===== src/rtl/l2_arbiter_pkg.sv =====
// lc3b_types: shared types for the L2 front end.
//   lc3b_line      - one 128-bit cache line
//   lc3b_line_adr  - 12-bit line address
//   lc3b_line_sel  - 16-bit byte select for a line
//   l2_arb_state_t - l2_arbiter FSM state
package lc3b_types;

  typedef logic [127:0] lc3b_line;
  typedef logic [11:0]  lc3b_line_adr;
  typedef logic [15:0]  lc3b_line_sel;

  typedef enum logic [1:0] {
    IDLE   = 2'd0,
    BUSY_I = 2'd1,
    BUSY_D = 2'd2
  } l2_arb_state_t;

endpackage


===== src/rtl/l2_arbiter_if.sv =====
// wishbone: line-wide Wishbone bus between the caches, the arbiter and the L2.
//   CLK              - bus clock (same as the system clock)
//   ADR/DAT_M/WE/SEL - request, driven by the master
//   STB/CYC          - request strobe / cycle valid, driven by the master
//   DAT_S/ACK/RTY    - response, driven by the slave
interface wishbone (input logic CLK);
  import lc3b_types::*;

  lc3b_line_adr ADR;
  lc3b_line     DAT_M;
  lc3b_line     DAT_S;
  logic         WE;
  lc3b_line_sel SEL;
  logic         STB;
  logic         CYC;
  logic         ACK;
  logic         RTY;

  modport master (
    output ADR, DAT_M, WE, SEL, STB, CYC,
    input  DAT_S, ACK
  );

  modport slave (
    input  ADR, DAT_M, WE, SEL, STB, CYC,
    output DAT_S, ACK, RTY
  );

endinterface


===== src/rtl/l2_arbiter_rr_pick2.sv =====
// rr_pick2: two-way round-robin picker (combinational).
//   req_i, req_d     - pending requests
//   last             - 0 = I served last, 1 = D served last
//   grant_i, grant_d - one-hot grant, or zero when nothing is requested
module rr_pick2 (
  input  logic req_i,
  input  logic req_d,
  input  logic last,
  output logic grant_i,
  output logic grant_d
);

  // On a tie the port that was not served last wins.
  assign grant_i = req_i & (~req_d | last);
  assign grant_d = req_d & (~req_i | ~last);

endmodule


===== src/rtl/l2_arbiter.sv =====
// l2_arbiter: round-robin arbiter of the I-cache and D-cache miss paths onto
// the single L2 Wishbone slave.
//   clk   - system clock
//   rst   - asynchronous active-high reset
//   wb_i  - I-cache side (slave port)
//   wb_d  - D-cache side (slave port)
//   wb_l2 - toward the L2 (master port)
//
// state  | meaning
// IDLE   | no L2 transaction; arbitrate pending requests
// BUSY_I | latched I-cache request presented to the L2
// BUSY_D | latched D-cache request presented to the L2
module l2_arbiter
  import lc3b_types::*;
(
  input  logic    clk,
  input  logic    rst,
  wishbone.slave  wb_i,
  wishbone.slave  wb_d,
  wishbone.master wb_l2
);

  l2_arb_state_t state, state_nxt;
  logic          last;
  lc3b_line_adr  adr_q;
  lc3b_line      dat_q;
  logic          we_q;
  lc3b_line_sel  sel_q;

  logic req_i, req_d;
  logic grant_i, grant_d;
  logic ack_i, ack_d;

  assign req_i = wb_i.STB & wb_i.CYC;
  assign req_d = wb_d.STB & wb_d.CYC;

  rr_pick2 u_pick (
    .req_i   (req_i),
    .req_d   (req_d),
    .last    (last),
    .grant_i (grant_i),
    .grant_d (grant_d)
  );

  always_ff @(posedge clk or posedge rst) begin
    if (rst) state <= IDLE;
    else     state <= state_nxt;
  end

  // The ACK cycle always returns to IDLE, so a request still held then is
  // only re-arbitrated one cycle later.
  always_comb begin
    state_nxt = state;
    unique case (state)
      IDLE: begin
        if (grant_i)      state_nxt = BUSY_I;
        else if (grant_d) state_nxt = BUSY_D;
      end
      BUSY_I, BUSY_D: begin
        if (wb_l2.ACK) state_nxt = IDLE;
      end
      default: state_nxt = IDLE;
    endcase
  end

  // Request latch and round-robin history; the L2 only ever sees these, so a
  // requester changing or withdrawing its bus cannot disturb the transaction.
  always_ff @(posedge clk or posedge rst) begin
    if (rst) begin
      last  <= 1'b1;
      adr_q <= '0;
      dat_q <= '0;
      we_q  <= 1'b0;
      sel_q <= '0;
    end else begin
      if (state == IDLE) begin
        if (grant_i) begin
          adr_q <= wb_i.ADR;
          dat_q <= wb_i.DAT_M;
          we_q  <= wb_i.WE;
          sel_q <= wb_i.SEL;
        end else if (grant_d) begin
          adr_q <= wb_d.ADR;
          dat_q <= wb_d.DAT_M;
          we_q  <= wb_d.WE;
          sel_q <= wb_d.SEL;
        end
      end
      if (state == BUSY_I && wb_l2.ACK) last <= 1'b0;
      if (state == BUSY_D && wb_l2.ACK) last <= 1'b1;
    end
  end

  always_comb begin
    wb_l2.STB   = (state != IDLE);
    wb_l2.CYC   = (state != IDLE);
    wb_l2.ADR   = adr_q;
    wb_l2.DAT_M = dat_q;
    wb_l2.WE    = we_q;
    wb_l2.SEL   = sel_q;

    // An ACK for a withdrawn owner is swallowed here.
    ack_i = (state == BUSY_I) & wb_l2.ACK & req_i;
    ack_d = (state == BUSY_D) & wb_l2.ACK & req_d;

    wb_i.ACK   = ack_i;
    wb_d.ACK   = ack_d;
    wb_i.RTY   = req_i & ~ack_i;
    wb_d.RTY   = req_d & ~ack_d;
    wb_i.DAT_S = (state == BUSY_I) ? wb_l2.DAT_S : '0;
    wb_d.DAT_S = (state == BUSY_D) ? wb_l2.DAT_S : '0;
  end

endmodule


===== src/flat_wrapper.sv =====
// flat-port wrapper written by rule: the top's interface ports become plain ports
module l2_arbiter_flat import lc3b_types::*;
  (clk, rst, CLK, wb_i_ADR, wb_i_DAT_M, wb_i_WE, wb_i_SEL, wb_i_STB, wb_i_CYC, wb_i_DAT_S, wb_i_ACK, wb_i_RTY, wb_d_ADR, wb_d_DAT_M, wb_d_WE, wb_d_SEL, wb_d_STB, wb_d_CYC, wb_d_DAT_S, wb_d_ACK, wb_d_RTY, wb_l2_ADR, wb_l2_DAT_M, wb_l2_WE, wb_l2_SEL, wb_l2_STB, wb_l2_CYC, wb_l2_DAT_S, wb_l2_ACK);
  wishbone wb_i_i (.CLK(CLK));
  wishbone wb_d_i (.CLK(CLK));
  wishbone wb_l2_i (.CLK(CLK));
  input  logic clk;
  input  logic rst;
  input wire logic CLK;
  input wire logic [$bits(wb_i_i.ADR)-1:0] wb_i_ADR;
  input wire logic [$bits(wb_i_i.DAT_M)-1:0] wb_i_DAT_M;
  input wire logic [$bits(wb_i_i.WE)-1:0] wb_i_WE;
  input wire logic [$bits(wb_i_i.SEL)-1:0] wb_i_SEL;
  input wire logic [$bits(wb_i_i.STB)-1:0] wb_i_STB;
  input wire logic [$bits(wb_i_i.CYC)-1:0] wb_i_CYC;
  output wire logic [$bits(wb_i_i.DAT_S)-1:0] wb_i_DAT_S;
  output wire logic [$bits(wb_i_i.ACK)-1:0] wb_i_ACK;
  output wire logic [$bits(wb_i_i.RTY)-1:0] wb_i_RTY;
  input wire logic [$bits(wb_d_i.ADR)-1:0] wb_d_ADR;
  input wire logic [$bits(wb_d_i.DAT_M)-1:0] wb_d_DAT_M;
  input wire logic [$bits(wb_d_i.WE)-1:0] wb_d_WE;
  input wire logic [$bits(wb_d_i.SEL)-1:0] wb_d_SEL;
  input wire logic [$bits(wb_d_i.STB)-1:0] wb_d_STB;
  input wire logic [$bits(wb_d_i.CYC)-1:0] wb_d_CYC;
  output wire logic [$bits(wb_d_i.DAT_S)-1:0] wb_d_DAT_S;
  output wire logic [$bits(wb_d_i.ACK)-1:0] wb_d_ACK;
  output wire logic [$bits(wb_d_i.RTY)-1:0] wb_d_RTY;
  output wire logic [$bits(wb_l2_i.ADR)-1:0] wb_l2_ADR;
  output wire logic [$bits(wb_l2_i.DAT_M)-1:0] wb_l2_DAT_M;
  output wire logic [$bits(wb_l2_i.WE)-1:0] wb_l2_WE;
  output wire logic [$bits(wb_l2_i.SEL)-1:0] wb_l2_SEL;
  output wire logic [$bits(wb_l2_i.STB)-1:0] wb_l2_STB;
  output wire logic [$bits(wb_l2_i.CYC)-1:0] wb_l2_CYC;
  input wire logic [$bits(wb_l2_i.DAT_S)-1:0] wb_l2_DAT_S;
  input wire logic [$bits(wb_l2_i.ACK)-1:0] wb_l2_ACK;
  assign wb_i_i.ADR = wb_i_ADR;
  assign wb_i_i.DAT_M = wb_i_DAT_M;
  assign wb_i_i.WE = wb_i_WE;
  assign wb_i_i.SEL = wb_i_SEL;
  assign wb_i_i.STB = wb_i_STB;
  assign wb_i_i.CYC = wb_i_CYC;
  assign wb_i_DAT_S = wb_i_i.DAT_S;
  assign wb_i_ACK = wb_i_i.ACK;
  assign wb_i_RTY = wb_i_i.RTY;
  assign wb_d_i.ADR = wb_d_ADR;
  assign wb_d_i.DAT_M = wb_d_DAT_M;
  assign wb_d_i.WE = wb_d_WE;
  assign wb_d_i.SEL = wb_d_SEL;
  assign wb_d_i.STB = wb_d_STB;
  assign wb_d_i.CYC = wb_d_CYC;
  assign wb_d_DAT_S = wb_d_i.DAT_S;
  assign wb_d_ACK = wb_d_i.ACK;
  assign wb_d_RTY = wb_d_i.RTY;
  assign wb_l2_ADR = wb_l2_i.ADR;
  assign wb_l2_DAT_M = wb_l2_i.DAT_M;
  assign wb_l2_WE = wb_l2_i.WE;
  assign wb_l2_SEL = wb_l2_i.SEL;
  assign wb_l2_STB = wb_l2_i.STB;
  assign wb_l2_CYC = wb_l2_i.CYC;
  assign wb_l2_i.DAT_S = wb_l2_DAT_S;
  assign wb_l2_i.ACK = wb_l2_ACK;
  l2_arbiter u_core (.clk(clk), .rst(rst), .wb_i(wb_i_i), .wb_d(wb_d_i), .wb_l2(wb_l2_i));
endmodule

===== config.mk =====
export PLATFORM = sky130hd
export DESIGN_NAME = l2_arbiter_flat
export DESIGN_NICKNAME = d
export VERILOG_FILES = /design/src/rtl/l2_arbiter_pkg.sv /design/src/rtl/l2_arbiter_if.sv /design/src/rtl/l2_arbiter_rr_pick2.sv /design/src/rtl/l2_arbiter.sv /design/src/flat_wrapper.sv
export SDC_FILE = /design/constraint.sdc
export NUM_CORES = 1
export LEC_CHECK = 0
export CAP_MARGIN = 40
export CORE_AREA = 4 4 332 334
export DETAILED_ROUTE_END_ITERATION = 7
export DIE_AREA = 0 0 336 338
export PLACE_DENSITY = 0.4
export SLEW_MARGIN = 20
export SYNTH_ARGS = -nofsm -noshare
export SYNTH_HDL_FRONTEND = slang
export SYNTH_SLANG_ARGS = --single-unit
export TNS_END_PERCENT = 1

===== constraint.sdc =====
create_clock -name clk -period 12.2 [get_ports clk]
set_clock_uncertainty 0.1 [all_clocks]
set_input_delay 1.83 -clock clk [delete_from_list [all_inputs] [get_ports clk]]
set_output_delay 1.83 -clock clk [all_outputs]
set_load 0.02 [all_outputs]

# Word-level counts from Yosys, hierarchy flattened
# Index checks and enable logic that the tools add are counted.
[word_totals]
output_inout_bits = 419
elab_cells = 52
in_bits = 450
reg_bits = 160
[op_classes]
reduce_logical = 9
n_eq_ne = 4
bitwise_logic = 17
muxes = 16
[op_table]
columns = ["cell", "count"]
rows = [
  ["$mux 128", 4],
  ["$mux 16", 2],
  ["$mux 12", 2],
  ["$and 1x1->1", 10],
  ["$mux 2", 3],
  ["$reduce_bool 2->1", 3],
  ["$not 1->1", 5],
  ["$mux 1", 4],
  ["$pmux 2 s2", 1],
  ["$reduce_and 2->1", 2],
  ["$ne 3x1->1 const B", 1],
  ["$eq 2x1->1 const B", 1],
  ["$eq 2x2->1 const B", 1],
  ["$logic_and 1x1->1", 2],
  ["$logic_not 2->1", 1],
  ["$ne 2x2->1 const B", 1],
  ["$or 1x1->1", 2],
  ["$reduce_or 2->1", 1],
]

# Longest topological paths before layout
[logic_depth]
ltp_word = 7
ltp_mapped = 8
depth_no_buf = 5

# By module
# A second synthesis with hierarchy kept.
[unflattened]
cells_unflattened = 998
hier_area_um2 = 9232.6
[by_module_without_submodules]
columns = ["module", "instances", "cells_each", "area_each_um2"]
rows = [
  ["l2_arbiter", 1, 995, 9213.8],
  ["rr_pick2", 1, 3, 18.8],
]

# Worst setup path after synthesis
# Ideal clock, no wire load.
[synth_timing]
path_type = "input to output"
start = "input wb_i_STB"
end = "output wb_i_RTY"
t_required_ns = 10.270
slack_ns = 7.458
t_arrival_ns = 2.812
path_stages = 6
path_cell_list = "buf_4 > nand2_4 > buf_6 > buf_4 > buf_2 > a21oi_1"
[synth_between]
elab_chain_cells = 4
[synth_rtl]
columns = ["item", "line", "source"]
rows = [
  ["start: declaration", "flat_wrapper.sv:14", "input wire logic [$bits(wb_i_i.STB)-1:0] wb_i_STB;"],
  ["$and 1x1->1 *", "l2_arbiter.sv:34", "assign req_i = wb_i.STB & wb_i.CYC;"],
  ["$and 1x1->1", "l2_arbiter.sv:103", "ack_i = (state == BUSY_I) & wb_l2.ACK & req_i;"],
  ["$not 1->1", "l2_arbiter.sv:108", "wb_i.RTY = req_i & ~ack_i;"],
  ["$and 1x1->1 *", "l2_arbiter.sv:108", ""],
  ["end: declaration", "flat_wrapper.sv:18", "output wire logic [$bits(wb_i_i.RTY)-1:0] wb_i_RTY;"],
]
# Every way passes the cells marked *; elsewhere a longest branch is shown, timed or not.

# Worst setup path after layout
[layout_timing]
start = "input wb_l2_ACK"
end = "output wb_i_ACK"
[layout_between]
elab_chain_cells = 2
[layout_rtl]
columns = ["item", "line", "source"]
rows = [
  ["start: declaration", "flat_wrapper.sv:35", "input wire logic [$bits(wb_l2_i.ACK)-1:0] wb_l2_ACK;"],
  ["$and 1x1->1 (2 in a row)", "l2_arbiter.sv:103", ""],
  ["end: declaration", "flat_wrapper.sv:17", "output wire logic [$bits(wb_i_i.ACK)-1:0] wb_i_ACK;"],
]
# No other way between the ends.

==> impl_metrics.csv <==
group,metric,value,unit
logic_synthesis,synth_top_area_share,0.392,
clocking,clk_path_buf_depth,2,
setup_path,cp_slowest_cell,"clkdlybuf4s50_1",
logic_synthesis,ys_async_sr_fraction,1.00,
logic_synthesis,yosys.area.top_type,"dfrtp_1",
logic_synthesis,synth_edf_count,0,
job,drv_cap,0,
power_and_ir_drop,ir_drop,0.0000718,V
clocking,clk_pin_slew_worst_paths,0.07,ns
setup_path,cp.arrival,4.02,ns
logic_synthesis,yosysMostFrequentCell,"and2_1",
clocking,cts_tree,"built",
setup_path,worst-path-max-fanout,6,
clocking,cts_hold_buf,0,
setup_path,required,10.27,ns
grt,grt_max_degree,98,
logic_synthesis,netlist_top_cells_area,"dfrtp_1 39%, and2_1 16%, a31oi_1 9.7%",
logic_synthesis,synth_seq_area_share,0.394,
sta,setup_tns,0,ns
sta,fin_ws,6.25,ns
clocking,post_cts_buffers,0,
logic_synthesis,yosysWarningCount,0,
logic_synthesis,synthTopCellsByCount,"256 x and2_1, 159 x a21oi_1, 159 x dfrtp_1, 157 x a31oi_1, 157 x nand4_1",
setup_path,r2r_slack,8.12,ns
sta,final.period_utilization,0.488,
setup_path,path_common_cell,"clkdlybuf4s50_1",
floorplanning,die-width,336,um
placement,gp_congestion,0.854,
clocking,cts.repair.resized,0,
floorplanning,io_pins,869,
placement,portBuffers,867,
route,dr.pass1.iters,5,
logic_synthesis,synth_ff_type,"dfrtp_1",
clocking,cts_sinks,160,
placement,pre_cts_ws,6.21,ns
floorplanning,start_util,0.0950,
setup_path,startpoint,"wb_l2_ACK",
floorplanning,core,107000,sq um
route,vias,13300,
grt,grt-ovfl-total,0,
cells_and_area,area_growth,105,%
clocking,clk_latency,0.50,ns
logic_synthesis,synth.cell_area,10200,sq um
min_path,hp-class,"register to register",
setup_path,r2r_cells,9,
logic_synthesis,ys_ff_latch,160,
clocking,cts-root-buf,"clkbuf_16",
grt,grt_pass1_vias,13100,
route,wl_per_cell,25.0,um
setup_path,path_cells,"clkdlybuf4s50_1, nand2_1, nor2_1, clkdlybuf4s50_1",
logic_synthesis,synth_cell_types,26,
setup_path,reg2reg_to,"u_core.wb_l2.SEL[12]",
logic_synthesis,avgSynthCellArea,8.19,sq um
route,drc,0,
cells_and_area,drive_above_1_share,0.0350,
sta,finalSetupViolCount,0,
floorplanning,placementRows,120,
setup_path,endpoint,"wb_i_ACK",
floorplanning,die_h,338,um
setup_path,cp-start-kind,"input pin",
logic_synthesis,synth_nets,1693,
setup_path,cpPeakStageDelay,0.85,ns
power_and_ir_drop,power.density,196,nW/um^2
sta,slew_viol_final,0,
placement,dp_hpwl,65400,um
cells_and_area,nets,2442,
status,outcome,"complete, no violations",
sta,fmax,168,MHz
grt,antenna_found_initial,47,
sta,hold_viol_final,0,
setup_path,cp-end-kind,"output pin",
logic_synthesis,netlist_instances,1240,
route,dr.first_iter.drc_count,753,
route,viasPerCell,3.90,
setup_path,worst-setup-path-type,"input pin to output pin",
clocking,cts_made_buffers,17,
clocking,htreeDepth,4,
sta,timing.slew.headroom,0.451,
sta,worst_pin_slew,0.823,ns
floorplanning,die_area,114000,sq um
route,ant_nets,0,
setup_path,r2r_start,"u_core.state[0]",
grt,grt_pass1_wl,114000,um
grt,grt_usage,0.142,
power_and_ir_drop,p_leak,0.00721,uW
sta,whs,0.396,ns
route,wirelength,85300,um
sta,min_period,5.95,ns
sta,rsz0062_at_grt,"false",
[cells in the final DEF, fill, tap and decap left out, types with 4 or more instances in the layout]
cell and instances:
nand2_1 5, diode_2 12, dfrtp_1 159, buf_4 23, buf_16 6, nand4_1 157, and2_1 256, a21oi_1 159
o21ai_0 147, clkdlybuf4s50_1 865, clkbuf_16 17, o21ai_1 11, clkbuf_1 4, a31oi_1 157
[stage by stage]
step / power, uW / instance area, sq um / util / cells
floorplan: 2090 / 10200 / - / 1240
global route: 4300 / 20800 / 0.195 / 3407
CTS: 4120 / 20700 / 0.194 / 3400
detailed placement: 3500 / 20100 / 0.188 / 3369
finish: 4080 / 20800 / 0.195 / 3416
global placement: 3490 / 20000 / 0.187 / 3365
[critical path, delay by kind of cell]
family                 cells  cell delay [ns]
and+or+nand+nor            2             0.64
buffers and inverters      2             1.53
[power breakdown]
group          internal, uW  leakage, uW  switching, uW  total, uW
Clock                   326     0.000281            267        593
Sequential              793      0.00178            152        944
Combinational          1110      0.00515           1430       2540
Total                  2230      0.00721           1850       4080
[sequential cells by signal, summed over array words and instances (netlist names)]
register,count
u_core.wb_l2.WE,1
u_core.wb_l2.DAT_M,128
u_core.state,2
u_core.wb_l2.SEL,16
u_core.last,1
u_core.wb_l2.ADR,12
[logic make-up (layout without fill, tap and decap cells)]
kind of cell / count (synthesis) / after routing / share of synthesized area
flip-flops: 160 / 160 / 0.394
AO/OA/AOI/OAI: 478 / 478 / 0.257
buffers and inverters: 173 / 934 / 0.0835
other: 0 / 12 / 0
AND/OR/NAND/NOR: 426 / 426 / 0.261
adder cells (fa/ha/maj): 3 / 3 / 0.00370
[cell type report]
type / count / area, sq um
fillers: 12000 / 86100
repair buffers: 899 / 9070
multi-input cells: 907 / 5360
flip-flops and latches: 160 / 4010
well taps: 1403 / 1760
clock buffers: 22 / 454
clock inverters: 9 / 133
diodes: 12 / 30.0
inverters: 4 / 22.5
[worst min path at each step]
| stage | slack, ns | from | cells after the start | end |
|---|---|---|---|---|
| 4_1_cts | 0.39 | u_core.last | 2 | u_core.last |
| 3_3_place_gp | 0.39 | u_core.last | 2 | u_core.last |
| 5_1_grt | 0.44 | u_core.last | 2 | u_core.last |
| 6_report | 0.40 | u_core.last | 2 | u_core.last |
| 2_1_floorplan | 0.34 | u_core.last | 2 | u_core.last |
| 3_5_place_dp | 0.38 | u_core.last | 2 | u_core.last |
[layer usage]
layer | global-route usage | vias up | share of wire
met4 | 0.0388 | 50 | 0.020
met2 | 0.211 | 533 | 0.43
met1 | 0.180 | 6575 | 0.42
met3 | 0.0732 | 107 | 0.12
li1 | - | 6066 | -
met5 | 0 | - | 0.0038
Note: power is estimated with default switching activity, not from simulation.
